File: src/rtl/sophialicmu_math_pkg.sv
// Shared types and constants for the sophialiCMU_math loader.
// SOPHIALI_LOADER_CLEAR_EN prepends two zeroing shifts to every load.
package sophialicmu_math_pkg;

    typedef enum logic [1:0] {
        ADD = 2'b00,
        SUB = 2'b01,
        XOR = 2'b10,
        LSH = 2'b11
    } arith_op_t;

    typedef enum logic [2:0] {
        IDLE,
        ISSUE,
        GAP,
        CHECK,
        DONE
    } loader_state_t;

    // One request presented to the math unit's en/in/arithOp pins.
    typedef struct packed {
        logic      en;
        logic [2:0] operand;
        arith_op_t op;
    } math_req_t;

    localparam int STEP_W = 3;

`ifdef SOPHIALI_LOADER_CLEAR_EN
    localparam int CLEAR_STEPS = 2;
`else
    localparam int CLEAR_STEPS = 0;
`endif

    localparam int NSTEPS = CLEAR_STEPS + 5;

endpackage

File: src/rtl/sophialicmu_loader_step_rom.sv
// Maps a load step and latched target to the (op, operand) pair issued to the math unit.
// SOPHIALI_LOADER_CLEAR_EN adds the two leading shift-out steps.
module sophialicmu_loader_step_rom
    import sophialicmu_math_pkg::*;
(
    input  logic [STEP_W-1:0] step,
    input  logic [7:0]        target,
    output arith_op_t         op,
    output logic [2:0]        operand
);

    logic [STEP_W-1:0] idx;

    always_comb begin
        op      = ADD;
        operand = '0;
        idx     = step - STEP_W'(CLEAR_STEPS);
`ifdef SOPHIALI_LOADER_CLEAR_EN
        // Shift by 7 then 1 flushes any 8-bit accumulator to zero.
        if (step < STEP_W'(CLEAR_STEPS)) begin
            op      = LSH;
            operand = (step == '0) ? 3'd7 : 3'd1;
        end else
`endif
        case (idx)
            3'd0: begin op = ADD; operand = target[7:5];         end
            3'd1: begin op = LSH; operand = 3'd3;                end
            3'd2: begin op = XOR; operand = target[4:2];         end
            3'd3: begin op = LSH; operand = 3'd2;                end
            3'd4: begin op = XOR; operand = {1'b0, target[1:0]}; end
            default: ;
        endcase
    end

endmodule

File: src/rtl/sophialicmu_math_loader.sv
// Load sequencer and manual/loader arbiter in front of the sophialiCMU_math accumulator.
// Build with SOPHIALI_LOADER_CLEAR_EN to zero the accumulator before each load.
module sophialicmu_math_loader
    import sophialicmu_math_pkg::*;
#(
    parameter int EN_HIGH_CYCLES = 1,
    parameter int EN_LOW_CYCLES  = 1
) (
    input  logic       clock,
    input  logic       reset,
    input  logic       start,
    input  logic [7:0] target,
    input  logic       man_en,
    input  logic [2:0] man_in,
    input  logic [1:0] man_op,
    input  logic [7:0] math_out,
    output logic       math_en,
    output logic [2:0] math_in,
    output logic [1:0] math_op,
    output logic       busy,
    output logic       done,
    output logic       match
);

    loader_state_t     state, state_nxt;
    logic [STEP_W-1:0] step, step_nxt;
    logic [15:0]       dwell, dwell_nxt;
    logic [7:0]        target_q;
    logic              match_q;
    arith_op_t         rom_op;
    logic [2:0]        rom_operand;
    math_req_t         man_req, ldr_req, out_req;

    sophialicmu_loader_step_rom u_rom (
        .step    (step),
        .target  (target_q),
        .op      (rom_op),
        .operand (rom_operand)
    );

    always_ff @(posedge clock) begin
        if (reset) begin
            state    <= IDLE;
            step     <= '0;
            dwell    <= '0;
            target_q <= '0;
            match_q  <= 1'b0;
        end else begin
            state <= state_nxt;
            step  <= step_nxt;
            dwell <= dwell_nxt;
            if (state == IDLE && start) begin
                target_q <= target;
                match_q  <= 1'b0;
            end
            if (state == CHECK)
                match_q <= (math_out == target_q);
        end
    end

    always_comb begin
        state_nxt = state;
        step_nxt  = step;
        dwell_nxt = dwell;
        case (state)
            IDLE: begin
                if (start) begin
                    state_nxt = ISSUE;
                    step_nxt  = '0;
                    dwell_nxt = '0;
                end
            end
            ISSUE: begin
                if (dwell == 16'(EN_HIGH_CYCLES - 1)) begin
                    state_nxt = GAP;
                    dwell_nxt = '0;
                end else begin
                    dwell_nxt = dwell + 16'd1;
                end
            end
            GAP: begin
                if (dwell == 16'(EN_LOW_CYCLES - 1)) begin
                    dwell_nxt = '0;
                    if (step == STEP_W'(NSTEPS - 1)) begin
                        state_nxt = CHECK;
                    end else begin
                        state_nxt = ISSUE;
                        step_nxt  = step + 1'b1;
                    end
                end else begin
                    dwell_nxt = dwell + 16'd1;
                end
            end
            CHECK:   state_nxt = DONE;
            DONE:    state_nxt = IDLE;
            default: state_nxt = IDLE;
        endcase
    end

    // A start in IDLE pre-empts the manual requester for that cycle.
    always_comb begin
        man_req = '{en: man_en & ~start, operand: man_in, op: arith_op_t'(man_op)};
        ldr_req = '{en: (state == ISSUE), operand: rom_operand, op: rom_op};
        out_req = (state == IDLE) ? man_req : ldr_req;
    end

    assign math_en = out_req.en;
    assign math_in = out_req.operand;
    assign math_op = out_req.op;
    assign busy    = (state == ISSUE) || (state == GAP) || (state == CHECK);
    assign done    = (state == DONE);
    assign match   = match_q;

endmodule

File: config.mk
export PLATFORM = sky130hd
export DESIGN_NAME = sophialicmu_math_loader
export DESIGN_NICKNAME = d
export VERILOG_FILES = /design/src/rtl/sophialicmu_math_pkg.sv /design/src/rtl/sophialicmu_loader_step_rom.sv /design/src/rtl/sophialicmu_math_loader.sv
export SDC_FILE = /design/constraint.sdc
export NUM_CORES = 1
export LEC_CHECK = 0
export ABC_CLOCK_PERIOD_IN_PS = 1600
export BUFFER_PORTS_ARGS = -buffer_cell sky130_fd_sc_hd__buf_2
export CORE_ASPECT_RATIO = 1.4
export CORE_MARGIN = 2
export CORE_UTILIZATION = 50
export DETAILED_ROUTE_END_ITERATION = 10
export PLACE_DENSITY = 0.75
export SLEW_MARGIN = 20
export SYNTH_ARGS = -nofsm -noshare
export SYNTH_HDL_FRONTEND = slang
export SYNTH_SLANG_ARGS = --single-unit
File: constraint.sdc
create_clock -name clock -period 1.6 [get_ports clock]
set_input_delay 0.08 -clock clock [delete_from_list [all_inputs] [get_ports clock]]
set_output_delay 0.08 -clock clock [all_outputs]
set_load 0.01 [all_outputs]
==> metrics.md <==
| Metric | Value |
|---|---|
| CTS tree | built |
| Routed vias | 2157 |
| RSZ-0062 raised after global routing | true |
| Crit path max fanout | 4 |
| Worst reg2reg startpoint | dwell[4]$_SDFFE_PP0P_ |
| CP Cell Sequence | inv_6, ha_4, buf_6, nand2_2, a22o_1, a21oi_1, buf_2 |
| Pre-antenna DRT Iters | 4 |
| HP Class | input pin to flop |
| Buf/Inv on CP | 3 |
| CP top delay family | flip-flops |
| R2R depth | 5 |
| Largest net degree at the start of global routing | 24 |
| R2R Setup Slk | 0.03 ns |
| All-layer global routing usage | 24.7% |
| Met3 usage | 3.79% |
| R2r endpoint | dwell[11]$_SDFFE_PP0P_ |
| Worst path depth | 7 |
| Antenna violations before repair | 0 |
| Distinct cells, synth | 44 |
| Synthesized area per cell | 7.62 um^2 |
| Height of the chip | 78.2 um |
| ANT nets after route | 0 |
| IO Count | 34 |
| Clock tree root driver cell | clkbuf_8 |
| Width of the die | 57.0 um |
| CP Capture Type | output port |
| Max VDD drop | 0.768 mV |
| CP Data Required Time | 1.52 ns |
| Slew HR | 68.4% |
| Worst Setup SP | step[0]$_SDFFE_PP0P_ |
| Syn Inst Count | 258 |
| Nets | 347 |
| Cell Area, Synth | 1970 um^2 |
| Busiest grt layer | met2 |
| H-tree depth | 2 |
| Routing usage on met1 | 25.2% |
| Yosys reg bits | 31 |
| Clock buffer depth | 2 |
| Die area | 4460 um^2 |
| Commonest non-fill, non-tap cells in the layout | nand2_1 (43), buf_2 (33), buf_4 (29) |
| Outcome | complete, no violations |
| Core ar. | 3850 um^2 |
| Crit path time final | 1.58 ns |
| Fmax | 632 MHz |
| Drt drc | 0 |
| Period utilization | 98.9% |
| Critical path data arrival time | 1.50 ns |
| CTS sink cnt | 31 |
| GRT overflow | 0 |
| Max incr delay on CP | 0.37 ns |
| # setup viols final | 0 |
| Lkg Pwr | 1.02 nW |
| CTS Buf Count | 5 |
| Async S/R FF share, synth | 0% |
| Vias per cell | 6.01 |
| Max Clock Skew | 0.00941 ns |
| Slew Limit Fails | 0 |
| Post-route setup slack | 0.0181 ns |
| Commonest non-fill, non-tap cell in the layout | nand2_1 |
| Post-synth EDFFs | 0 |
| Hold buffer count at CTS | 0 |
| Total wire length | 5580 um |
| Seq/Total Area, Yosys | 31.6% |
| Critical path type | flop to output port |
| Layout cells sized above 1 | 40.2% |
| First-pass GRT wire length | 8720 um |
| Pre-CTS WS | -0.0776 ns |
| Slowest CP cell | dfxtp_4 |
| Clk pin slew, worst setup/hold paths | 0.07 ns |
| Vias in the first global route | 2014 |
| Crit path capture | math_in[0] |
| Starting density of the core | 51.1% |
| Clk_lat worst skew | 0.29 ns |
| Final antenna diode count | 0 |
| # port buffers | 33 |
| Syn nets | 290 |
| Dpl hpwl | 3930 um |
| Worst-margin pin slew | 0.470 ns |
| Crit start category | flop |
| Power Dens Cells | 771 nW/um^2 |
| Std-Cell Rows | 27 |
| Setup TNS | 0 ns |
| Routing usage on met2 | 45.6% |
| Layout overhead on the synthesized area | 36.1% |
| DRT iter0 DRCs | 131 |
| Final Hold Viols | 0 |
| Post-DR wirelength/cell | 15.5 um |
| GP Congestion | 0.964 |
| Max Cap Violations | 0 |
| Synth Flop Type | dfxtp_1 |
| Synth Warn # | 0 |
| WHS | 0.0261 ns |
flip-flops by register name, indices dropped and copies added, names as in the netlist:
| name | cells |
|---|---|
| step | 3 |
| dwell | 16 |
| match | 1 |
| target_q | 8 |
| state | 3 |
worst min-delay path, stage by stage:
cell and delay [ns]:
buf_2 0.10, nand2_1 0.05, a21oi_1 0.05
synthesized netlist by cell type, types with 2 or more instances:
| cell type | count | share of area [%] |
|---|---|---|
| xor2_1 | 10 | 4.5 |
| buf_4 | 2 | 0.76 |
| o21ai_0 | 9 | 2.3 |
| a31oi_1 | 12 | 3.8 |
| nand2_1 | 45 | 8.6 |
| buf_2 | 9 | 2.3 |
| nor2_1 | 12 | 2.3 |
| nand4bb_1 | 2 | 1.1 |
| a21oi_1 | 16 | 4.1 |
| inv_1 | 11 | 2.1 |
| nand3_1 | 14 | 3.6 |
| a22oi_1 | 2 | 0.76 |
| o2111ai_1 | 2 | 0.89 |
| a41oi_1 | 2 | 0.89 |
| nor2b_1 | 4 | 1.3 |
| nand4_2 | 2 | 1.3 |
| clkbuf_1 | 5 | 0.95 |
| o211ai_2 | 2 | 1.3 |
| nor4_1 | 7 | 2.2 |
| nand4b_1 | 3 | 1.3 |
| o31a_1 | 2 | 0.89 |
| dfxtp_1 | 31 | 32 |
| and2_1 | 4 | 1.3 |
| ha_1 | 7 | 4.5 |
| or3_1 | 3 | 0.95 |
| xnor2_1 | 2 | 0.89 |
| nand4_1 | 5 | 1.6 |
| or4_1 | 7 | 2.7 |
| o211ai_1 | 4 | 1.5 |
| nor3_1 | 8 | 2.0 |
stage by stage:
step / cells / power, mW / utilization, % / cell area [um^2]
floorplan: 258 / 1.15 / - / 1970
global placement: 347 / 1.32 / 60.6 / 2330
CTS: 356 / 2.02 / 65.6 / 2530
global route: 359 / 2.15 / 69.5 / 2680
finish: 359 / 2.06 / 69.5 / 2680
detailed placement: 347 / 1.33 / 60.6 / 2330
layout make-up:
type | count | area [um^2]
fill | 308 | 1170
clock buffer | 7 | 76.3
clock inverter | 1 | 5.00
multi-input combinational | 200 | 1420
sequential | 31 | 646
inverter | 11 | 48.8
timing repair buffer | 66 | 428
tap | 43 | 53.8
timing repair:
item,CTS,global route
pin swaps,2,6
resized for setup,28,33
setup endpoints to repair,27,33
gates cloned,0,1
setup buffers,1,2
kinds of logic after synthesis:
logic type,share of synthesized area (%)
simple gates,33.3
buf+inv,6.36
flops,31.6
mux,0.572
xor+xnor,5.34
fa+ha+maj,4.45
compound gates,18.4
worst min path at each step:
stage / start / to / cells past startpoint
after floorplan: target[1] / target_q[1]$_SDFFE_PP0P_ / 2
after global placement: target[6] / target_q[6]$_SDFFE_PP0P_ / 3
after detailed placement: target[5] / target_q[5]$_SDFFE_PP0P_ / 3
after CTS: target[4] / target_q[4]$_SDFFE_PP0P_ / 3
after global routing: target[7] / target_q[7]$_SDFFE_PP0P_ / 3
final: target[7] / target_q[7]$_SDFFE_PP0P_ / 3
layer usage:
metal	share of wire, %	wire (um)
met5	0	0
met4	3.7	204
met3	5.3	294
met2	53	2970
met1	38	2110
where the power goes:
| part | switching (mW) | internal (mW) | total, mW |
|---|---|---|---|
| Combinational | 0.314 | 0.278 | 0.591 |
| Clock | 0.306 | 0.305 | 0.611 |
| Sequential | 0.0491 | 0.812 | 0.861 |
| Total | 0.669 | 1.39 | 2.06 |
No activity file was read; power rests on OpenSTA's default activity.
